--- config.mk ---
export PLATFORM = sky130hd
export DESIGN_NAME = alu_mult_sequencer
export DESIGN_NICKNAME = d
export VERILOG_FILES = /design/src/rtl/alu_mult_sequencer.sv
export SDC_FILE = /design/constraint.sdc
export NUM_CORES = 1
export LEC_CHECK = 0
export BUFFER_PORTS_ARGS = -buffer_cell sky130_fd_sc_hd__buf_2
export CAP_MARGIN = 20
export CORE_UTILIZATION = 41
export CTS_CLUSTER_DIAMETER = 120
export DETAILED_ROUTE_END_ITERATION = 16
export PLACE_DENSITY = 0.79
export SLEW_MARGIN = 40
export SYNTH_ARGS = -nofsm -noshare
export SYNTH_HDL_FRONTEND = slang
export SYNTH_SLANG_ARGS = --single-unit
--- constraint.sdc ---
create_clock -name clk -period 1.3 [get_ports clk]
set_input_delay 0 -clock clk [delete_from_list [all_inputs] [get_ports clk]]
set_output_delay 0 -clock clk [all_outputs]
set_load 0.02 [all_outputs]
--- src/rtl/alu_mult_sequencer.sv ---
// rtl/alu_mult_sequencer.sv - shift-add 32x32->64 multiplier sequencer driving a shared ALU
module alu_mult_sequencer #(
    parameter int          WIDTH  = 32,
    parameter logic [3:0]  ADD_OP = 4'b0010
) (
    input  logic             clk,
    input  logic             reset,
    input  logic             start,
    input  logic [WIDTH-1:0] MultA,
    input  logic [WIDTH-1:0] MultB,
    input  logic [WIDTH-1:0] AluOut,
    output logic [3:0]       AluOperation,
    output logic [WIDTH-1:0] AluA,
    output logic [WIDTH-1:0] AluB,
    output logic             busy,
    output logic             done,
    output logic [WIDTH-1:0] Hi,
    output logic [WIDTH-1:0] Lo
);

    localparam int CW = (WIDTH > 1) ? $clog2(WIDTH) : 1;
    localparam logic [CW-1:0] LAST = CW'(WIDTH - 1);

    typedef enum logic [1:0] {
        S_IDLE,
        S_RUN,
        S_DONE
    } state_t;

    state_t           state;
    logic [WIDTH-1:0] mcand;
    logic [CW-1:0]    count;
    logic             carry;
    logic             accept;

    assign AluOperation = ADD_OP;
    assign AluA         = Hi;
    assign AluB         = ((state == S_RUN) && Lo[0]) ? mcand : '0;

    // The shared ALU has no carry-out; recover it from the operand and sum MSBs.
    assign carry = (AluA[WIDTH-1] & AluB[WIDTH-1]) |
                   ((AluA[WIDTH-1] | AluB[WIDTH-1]) & ~AluOut[WIDTH-1]);

    assign accept = start && ((state == S_IDLE) || (state == S_DONE));

    always_ff @(posedge clk) begin
        if (reset) begin
            state <= S_IDLE;
            Hi    <= '0;
            Lo    <= '0;
            mcand <= '0;
            count <= '0;
            busy  <= 1'b0;
            done  <= 1'b0;
        end else if (accept) begin
            state <= S_RUN;
            mcand <= MultA;
            Lo    <= MultB;
            Hi    <= '0;
            count <= '0;
            busy  <= 1'b1;
            done  <= 1'b0;
        end else begin
            case (state)
                S_RUN: begin
                    Hi    <= {carry, AluOut[WIDTH-1:1]};
                    Lo    <= {AluOut[0], Lo[WIDTH-1:1]};
                    count <= count + 1'b1;
                    if (count == LAST) begin
                        state <= S_DONE;
                        busy  <= 1'b0;
                        done  <= 1'b1;
                    end
                end
                S_DONE: begin
                    state <= S_IDLE;
                    done  <= 1'b0;
                end
                default: begin
                    state <= S_IDLE;
                    busy  <= 1'b0;
                    done  <= 1'b0;
                end
            endcase
        end
    end

endmodule

* Word-level counts from Yosys, hierarchy flattened
Cells that the tools add are included.
Word-level totals: register bits after elaboration 104, input port bits 99, logic and storage cells 36
Operators by class: add/subtract/negate cells 1, equal/unequal tests 5, mux-type cells 9, bitwise logic cells 6, reductions and logical operators 8
Operators with widths (count):
- 32-bit 2-to-1 mux | 3
- 5-bit by 1-bit adder with 5-bit output, second input constant | 1
- 5-bit equality test, second input constant | 1
- 1-bit 2-to-1 mux | 5
- 3-bit by 2-bit inequality test with 1-bit output, second input constant | 1
- 3-bit OR reduction | 1
- 1-bit bitwise AND | 2
- 2-bit by 1-bit equality test with 1-bit output, second input constant | 1
- 2-bit equality test, second input constant | 1
- 1-bit logical AND | 2
- 2-bit logical NOT | 1
- 2-bit inequality test, second input constant | 1
- 1-bit inverter | 2
- 1-bit OR | 2
- 1-bit one-hot mux with 2 select lines | 1
- 2-bit AND reduction | 1
- 2-bit nonzero test | 1
- 2-bit OR reduction | 1
- 1-bit logical OR | 1

* Logic depth before layout (Yosys ltp)
Gate-level depths: netlist (run 1).
depth in word-level cells 6, depth in mapped cells 6, gate-level depth less buffers 5

* Worst setup path before layout (run 1)
No wires, ideal clock.
kind register -> register, start register count[0], end register busy, arrival 1.264 ns, required time 1.235 ns, path slack -0.029 ns, cell stages (with the launch flop) 6, path buffers 0, cell sequence dfxtp_1 ha_1 and3_1 ha_1 o32a_1 nor2_1
Between the ends: longest elaborated chain between the ends 3
RTL lines:
- from (decl) | RTL line 32 | logic [CW-1:0] count;
- from (signal assigned) | RTL line 68 | count <= count + 1'b1;
- 5-bit equality test | RTL line 69 | if (count == LAST) begin
- 3-bit by 2-bit inequality test with 1-bit output (no source line)
- 2-bit AND reduction (no source line)
- to (signal assigned) | RTL line 61 | busy <= 1'b1;
- to (signal assigned) | RTL line 71 | busy <= 1'b0;
- to (signal assigned) | RTL line 81 | busy <= 1'b0;
- to (decl) | RTL line 15 | output logic busy,
No other way between the ends. A chain may end at the register's enable or synchronous reset.

* Worst setup path after layout (run 1)
start register state[1], end output AluB[19]
Between the ends: longest elaborated chain between the ends 3
RTL lines:
- from (decl) | RTL line 30 | state_t state;
- from (signal assigned) | RTL line 48 | state <= S_IDLE;
- from (signal assigned) | RTL line 56 | state <= S_RUN;
- from (signal assigned) | RTL line 70 | state <= S_DONE;
- 2-bit by 1-bit equality test with 1-bit output | RTL line 38 | assign AluB = ((state == S_RUN) && Lo[0]) ? mcand : '0;
- 1-bit logical AND | RTL line 38
- 32-bit 2-to-1 mux | RTL line 38
- to (decl) | RTL line 14 | output logic [WIDTH-1:0] AluB,
No other way between the ends.

==> impl_summary.log, run 1 <==
INFO  metric wirelength = 16.3 mm
INFO  metric cts_buffers = 9
INFO  metric synth-seq-cells = approximately 100
INFO  metric drive_gt1_frac = 0.397
INFO  metric yosys-mux-area-fraction = 0
INFO  metric route.detailed.wl_per_inst = 16.6 um
INFO  metric cp_data_required_time = around 1.3 ns
INFO  metric synth-compound-area-share = 0.132
INFO  metric timing.reg2reg.worst_path_depth = 6
INFO  metric routed-wl-met2 = 8.37 mm
INFO  metric maximum_operating_frequency = approximately 630 MHz
INFO  metric power_density = 1050 mW/mm^2
INFO  metric post-layout-total-power = between 7 and 8 mW
INFO  metric area_growth = 70.4%
INFO  metric first_global_vias = 4604
INFO  metric initialDrtViolationCount = 449
INFO  metric cts_tree = built
INFO  metric hp-class = in2reg
INFO  metric initial_utilization = 0.422
INFO  metric max_slew.worst_pin.slew = just over 0.5 ns
INFO  metric grt_first_pass_wirelength = 21.9 mm
INFO  metric static-leakage-power = 3.46 nW
INFO  metric wire_length_the_detailed_router_placed_on_met1 = 6.05 mm
INFO  metric grt_setup_unrepaired = yes
INFO  metric synth_area_leaders = sky130_fd_sc_hd__dfxtp_1 48%, sky130_fd_sc_hd__nand2_1 11%, sky130_fd_sc_hd__a21oi_1 7.8%
INFO  metric start_kind = register
INFO  metric grt_util_all_layers = 0.247
INFO  metric netlist.top_cell.by_area = sky130_fd_sc_hd__dfxtp_1
INFO  metric crit_reg_reg_endpoint = Lo[9]
INFO  metric place.detailed.hpwl = 7.80 mm
INFO  metric cts_num_sinks = about 100
INFO  metric criticalPathCategory = reg2out
INFO  metric drc = 0
INFO  metric filler_cell_count = 740
INFO  metric totalNegativeSetupSlack = -7.57 ns
INFO  metric hold_viol_final = 0
INFO  metric drv.max_cap_violation_count = 0
INFO  metric worst-path-max-fanout = 15
INFO  metric root_buffer = sky130_fd_sc_hd__clkbuf_8
INFO  metric period_utilization_post_route = 1.21
INFO  metric r2r_setup_slack = -0.15 ns
INFO  metric clock_insertion_delay_worst_skew = between 0.3 and 0.4 ns
INFO  metric clk_path_buf_depth = 2
INFO  metric run_status = finished, violations left
INFO  metric min_period = roughly 1.6 ns
INFO  metric routed_via_density = between 5 and 6
INFO  metric cts.clk_slew.worst_paths = 0.09 ns
INFO  metric num_vias = around 5100
INFO  metric post-route-worst-setup-slack = -0.276 ns
INFO  metric post_synth_top_area_share = 0.478
INFO  metric ys.warnings.count = 0
INFO  metric fp.dieW = 105 um
INFO  metric worst_ir_drop_vdd = between 0.0006 and 0.0007 V
INFO  metric gp_congestion = slightly below 0.8
INFO  metric synthesis.instances = 541
INFO  metric synth-seq-area-share = 0.478
INFO  metric final_slew_violations = 0
INFO  metric floorplan.core_area = slightly above 0.01 mm^2
INFO  metric yosys.area_share.simple = 0.254
INFO  metric antenna_cells_inserted = 0
INFO  metric grt.overflow.total = 0
INFO  metric final_nets = around 940
INFO  metric setup_violations = just under 50
INFO  metric portBuffers = ~230
INFO  metric postRouteAntennaNets = 0
INFO  metric floorplan.die.height = 105 um
INFO  metric dominant_combinational_cell_family_by_area_after_synthesis = simple AND/OR/NAND/NOR gates
INFO  metric post_synthesis_xor_xnor_area_fraction = 0.00402
INFO  metric drt-pass1-iter-count = 5
INFO  metric std_cell_rows = 37
INFO  metric synth-adder-area-share = 0.00574
INFO  metric clock_tree.htree_level_count = 3
INFO  metric timing.hold.worst.start = reset
INFO  metric initial_antenna_violation_count = 0
INFO  metric hold-path-endpoint = state[0]
INFO  metric die-area = 0.0110 mm^2
INFO  metric slew_headroom = 0.665
INFO  metric finalHoldWorstSlack = around 0.023 ns
INFO  metric top_layer = met4
INFO  metric syn_area = 0.00436 mm^2
INFO  metric worst_ep_arrival_time = 1.58 ns
INFO  metric unique_masters_post_synth = 30
INFO  metric grt_max_degree = between 40 and 50
INFO  metric violations_in_the_final_reports = negative setup slack
INFO  metric finalClockSkew = 0.0145 ns
INFO  metric placement.setup.worst_slack = -0.0536 ns
INFO  metric sum_of_met3_wire_segment_lengths_after_detailed_routing = approximately 1.2 mm
INFO  metric worstReg2RegStart = state[1]
INFO  metric syn_area_per_cell = around 8.1 um^2
INFO  metric holdPathStages = 3
INFO  metric top_level_ports = 233
INFO  metric endpoint_kind = primary output
-- cells by family after synthesis --
family / Yosys count
DFF: 104
adders and majority gates: 2
buffers and inverters: 85
other: 2
and+or+nand+nor: 242
xor gates and xnor gates: 2
AOI/OAI and AO/OA: 104
-- repair_timing --
action                                 CTS  global route
setup buffers                            6            11
endpoints found under the hold margin   95             0
hold buffers                            96             0
gates resized for setup                 64            59
pin swaps                                7             9
setup endpoints to repair               33            80
gates cloned                             1             8
-- registers in the layout, indices dropped and copies added (netlist names) --
name   count
busy       1
AluA      32
Lo        32
mcand     32
count      5
state      2
-- critical path: stages, from the launching register on --
cell                      delay, ns
sky130_fd_sc_hd__dfxtp_4       0.35
sky130_fd_sc_hd__and2b_4       0.33
sky130_fd_sc_hd__buf_12        0.16
sky130_fd_sc_hd__and3_1        0.23
sky130_fd_sc_hd__buf_6         0.14
-- cells in the mapped netlist (all sizes together) --
cell / number
nor2b: 1
nand2: 131
o31ai: 1
nor2: 3
o22ai: 32
o21ai: 2
conb: 2
buf: 71
inv: 3
nand4: 1
or3: 1
and2b: 1
and3: 34
a21oi: 68
nand2b: 2
nand3b: 2
xnor2: 1
nor3: 64
and2: 1
ha: 2
dfxtp: 104
clkbuf: 11
o32a: 1
nand3: 1
xor2: 1
-- power breakdown --
group          total [mW]  switching [mW]  leakage [nW]  internal (mW)
clock                2.20            1.12         0.103           1.08
combinational        2.03            1.06          2.50          0.967
sequential           3.57           0.173         0.855           3.40
total                7.80            2.35          3.46           5.44
-- worst max path at each step --
stage	from	end	slack, ns	cells after the start
6_report	state[1]	AluB[19]	-0.28	4
5_1_grt	state[1]	AluB[19]	-0.31	4
4_1_cts	state[1]	AluB[10]	-0.22	4
3_5_place_dp	count[0]	busy	-0.05	5
3_3_place_gp	count[0]	busy	-0.03	5
2_1_floorplan	count[0]	busy	-0.01	5
-- layout make-up --
| class | count | area [um^2] | share of cell area |
|---|---|---|---|
| Inverter | 3 | 11.3 | 0.00152 |
| Timing Repair Buffer | 368 | 2940 | 0.397 |
| Clock inverter | 5 | 81.3 | 0.0110 |
| Sequential cell | 104 | 2090 | 0.281 |
| Multi-Input combinational cell | 354 | 2000 | 0.269 |
| Tap cell | 136 | 170 | 0.0229 |
| Clock buffer | 10 | 128 | 0.0172 |
-- placed cells by master (no fill, tap or decap), types with 5 or more instances in the layout --
cell                              n
sky130_fd_sc_hd__and3_4           7
sky130_fd_sc_hd__a21oi_1         64
sky130_fd_sc_hd__clkbuf_8         9
sky130_fd_sc_hd__dfxtp_1        100
sky130_fd_sc_hd__nor3_1          44
sky130_fd_sc_hd__buf_12          14
sky130_fd_sc_hd__dlygate4sd3_1   96
sky130_fd_sc_hd__buf_6           35
sky130_fd_sc_hd__nand2_1        130
sky130_fd_sc_hd__o22ai_1         26
sky130_fd_sc_hd__and3_1          27
sky130_fd_sc_hd__buf_4           20
sky130_fd_sc_hd__o22ai_2          5
sky130_fd_sc_hd__nor3_2          16
sky130_fd_sc_hd__buf_2          196
sky130_fd_sc_hd__clkbuf_16        6
-- per-stage QoR --
stage,util,instance area (um^2),std cells
6_report,0.719,7420,980
5_1_grt,0.719,7420,980
4_1_cts,0.665,6860,962
3_5_place_dp,0.524,5410,844
3_3_place_gp,0.524,5410,844
2_1_floorplan,-,4370,543
-- routing by layer --
| metal | track usage | vias up |
|---|---|---|
| li1 | - | 2402 |
| met1 | 0.276 | 2330 |
| met2 | 0.447 | 321 |
| met3 | 0.0549 | 59 |
| met4 | 0.110 | 0 |
| met5 | 0 | - |
Power figures use the tool's default switching activity.
==> run 2, diff against run 1 <==
Settings changed: CORE_MARGIN set to 3.
==> impl_summary.log, run 2 (synthesized netlist as in run 1, its figures left out) <==
INFO  metric finalInstanceArea = between 0.007 and 0.008 mm^2
INFO  metric static-leakage-power = 3.35 nW
INFO  metric floorplan.core_area = 0.0103 mm^2
INFO  metric setup_violations = 49
INFO  metric area_growth = 64.2%
INFO  metric routed_via_density = 5.12
INFO  metric start_kind = register
INFO  metric worst_ir_drop_vdd = 0.000737 V
INFO  metric period_utilization_post_route = 1.15
INFO  metric clock_tree.htree_level_count = 3
INFO  metric criticalPathCategory = reg2out
INFO  metric worst_ep_arrival_time = 1.50 ns
INFO  metric clock_insertion_delay_worst_skew = 0.36 ns
INFO  metric post-route-worst-setup-slack = -0.197 ns
INFO  metric initialDrtViolationCount = 361
INFO  metric power_density = 1050 mW/mm^2
INFO  metric cts_buffers = 9
INFO  metric maximum_operating_frequency = 668 MHz
INFO  metric num_vias = 4950
INFO  metric grt_max_degree = 50
INFO  metric cts_tree = built
INFO  metric grt_setup_unrepaired = yes
INFO  metric totalNegativeSetupSlack = -6.78 ns
INFO  metric first_global_vias = 4765
INFO  metric worst-path-max-fanout = 12
INFO  metric most-common-layout-cells = 196 x sky130_fd_sc_hd__buf_2, 130 x sky130_fd_sc_hd__nand2_1, 100 x sky130_fd_sc_hd__dfxtp_1
INFO  metric holdPathStages = 4
INFO  metric min_period = approximately 1.5 ns
INFO  metric wirelength = 15.9 mm
INFO  metric timing.reg2reg.worst_path_depth = 5
INFO  metric cts_num_sinks = about 100
INFO  metric grt_util_all_layers = 0.249
INFO  metric violations_in_the_final_reports = negative setup slack
INFO  metric route.detailed.wl_per_inst = around 16 um
INFO  metric post-route-util = 0.693
INFO  metric die-area = between 0.01 and 0.015 mm^2
INFO  metric run_status = finished, violations left
INFO  metric fp.dieW = between 100 and 150 um
INFO  metric top_level_ports = 233
INFO  metric gp_congestion = just under 0.8
INFO  metric place.detailed.hpwl = between 8 and 9 mm
INFO  metric grt.overflow.total = 0
INFO  metric final_nets = about 930
INFO  metric portBuffers = 228
INFO  metric floorplan.die.height = roughly 110 um
INFO  metric antenna_cells_inserted = 0
INFO  metric final_slew_violations = 0
INFO  metric cts.clk_slew.worst_paths = 0.10 ns
INFO  metric std_cell_rows = 37
INFO  metric cp_data_required_time = roughly 1.3 ns
INFO  metric finalClockSkew = 0.00995 ns
INFO  metric grt_first_pass_wirelength = 23.3 mm
INFO  metric slew_headroom = 0.646
INFO  metric initial_antenna_violation_count = 0
INFO  metric endpoint_kind = primary output
INFO  metric hold_viol_final = 0
INFO  metric drive_gt1_frac = 0.381
INFO  metric filler_cell_count = 770
INFO  metric root_buffer = sky130_fd_sc_hd__clkbuf_8
INFO  metric placed_cell_area = 0.00538 mm^2
INFO  metric max_slew.worst_pin.slew = 0.532 ns
INFO  metric postRouteAntennaNets = 0
INFO  metric mostFrequentLayoutCell = sky130_fd_sc_hd__buf_2
INFO  metric clk_path_buf_depth = 2
INFO  metric drv.max_cap_violation_count = 0
INFO  metric drc = 0
INFO  metric drt-pass1-iter-count = 5
INFO  metric initial_utilization = 0.422
INFO  metric hp-class = in2reg
run 2: repair_timing:
| item | CTS | global route |
|---|---|---|
| setup buffers | 6 | 1 |
| hold buffers | 97 | 0 |
| pin swaps | 3 | 3 |
| resized for setup | 68 | 40 |
| gates cloned | 3 | 3 |
| hold endpoints to repair | 96 | 0 |
| endpoints found under the setup margin | 33 | 95 |
run 2: metal layers:
layer	vias to the layer above	GRT usage	wire length, um
met5	-	0	0
met4	0	0.112	431
met3	40	0.0551	1320
met2	271	0.456	8200
met1	2271	0.271	6000
li1	2368	-	-
run 2: power by group:
part	switching [mW]	leakage, nW	internal, mW
clock	1.15	0.104	0.968
combinational	1.00	2.39	0.864
sequential	0.162	0.855	3.40
total	2.31	3.35	5.23
run 2: path summary, 6_finish.rpt:
kind                to  startpoint  slack, ns
max           AluB[13]    state[1]      -0.20
min               busy       start       0.15
max reg2reg      Lo[3]    state[1]      -0.14
min reg2reg  mcand[14]   mcand[14]       0.46
run 2: final cells by class:
class / count / area [um^2] / share of cell area
repair buffers: 354 / 2730 / 0.382
multi-input cells: 354 / 1940 / 0.272
clock buffers: 10 / 138 / 0.0192
inverters: 3 / 11.3 / 0.00157
flip-flops and latches: 104 / 2090 / 0.292
clock inverters: 6 / 72.6 / 0.0101
well taps: 136 / 170 / 0.0238
run 2: critical path, stage by stage, from the launching register on:
cell                      delay (ns)
sky130_fd_sc_hd__dfxtp_2        0.33
sky130_fd_sc_hd__and2b_4        0.32
sky130_fd_sc_hd__buf_12         0.15
sky130_fd_sc_hd__and3_1         0.20
sky130_fd_sc_hd__buf_6          0.14
run 2: stage by stage:
stage,power [mW],hold WS [ns],instances,setup slack [ns]
after CTS,7.46,0.0966,964,-0.200
final,7.54,0.146,967,-0.197
after global placement,4.98,0.242,842,-0.0164
after global routing,7.87,0.167,967,-0.259
after detailed placement,5.00,0.246,842,-0.0656
after floorplan,4.52,0.136,543,-0.00951
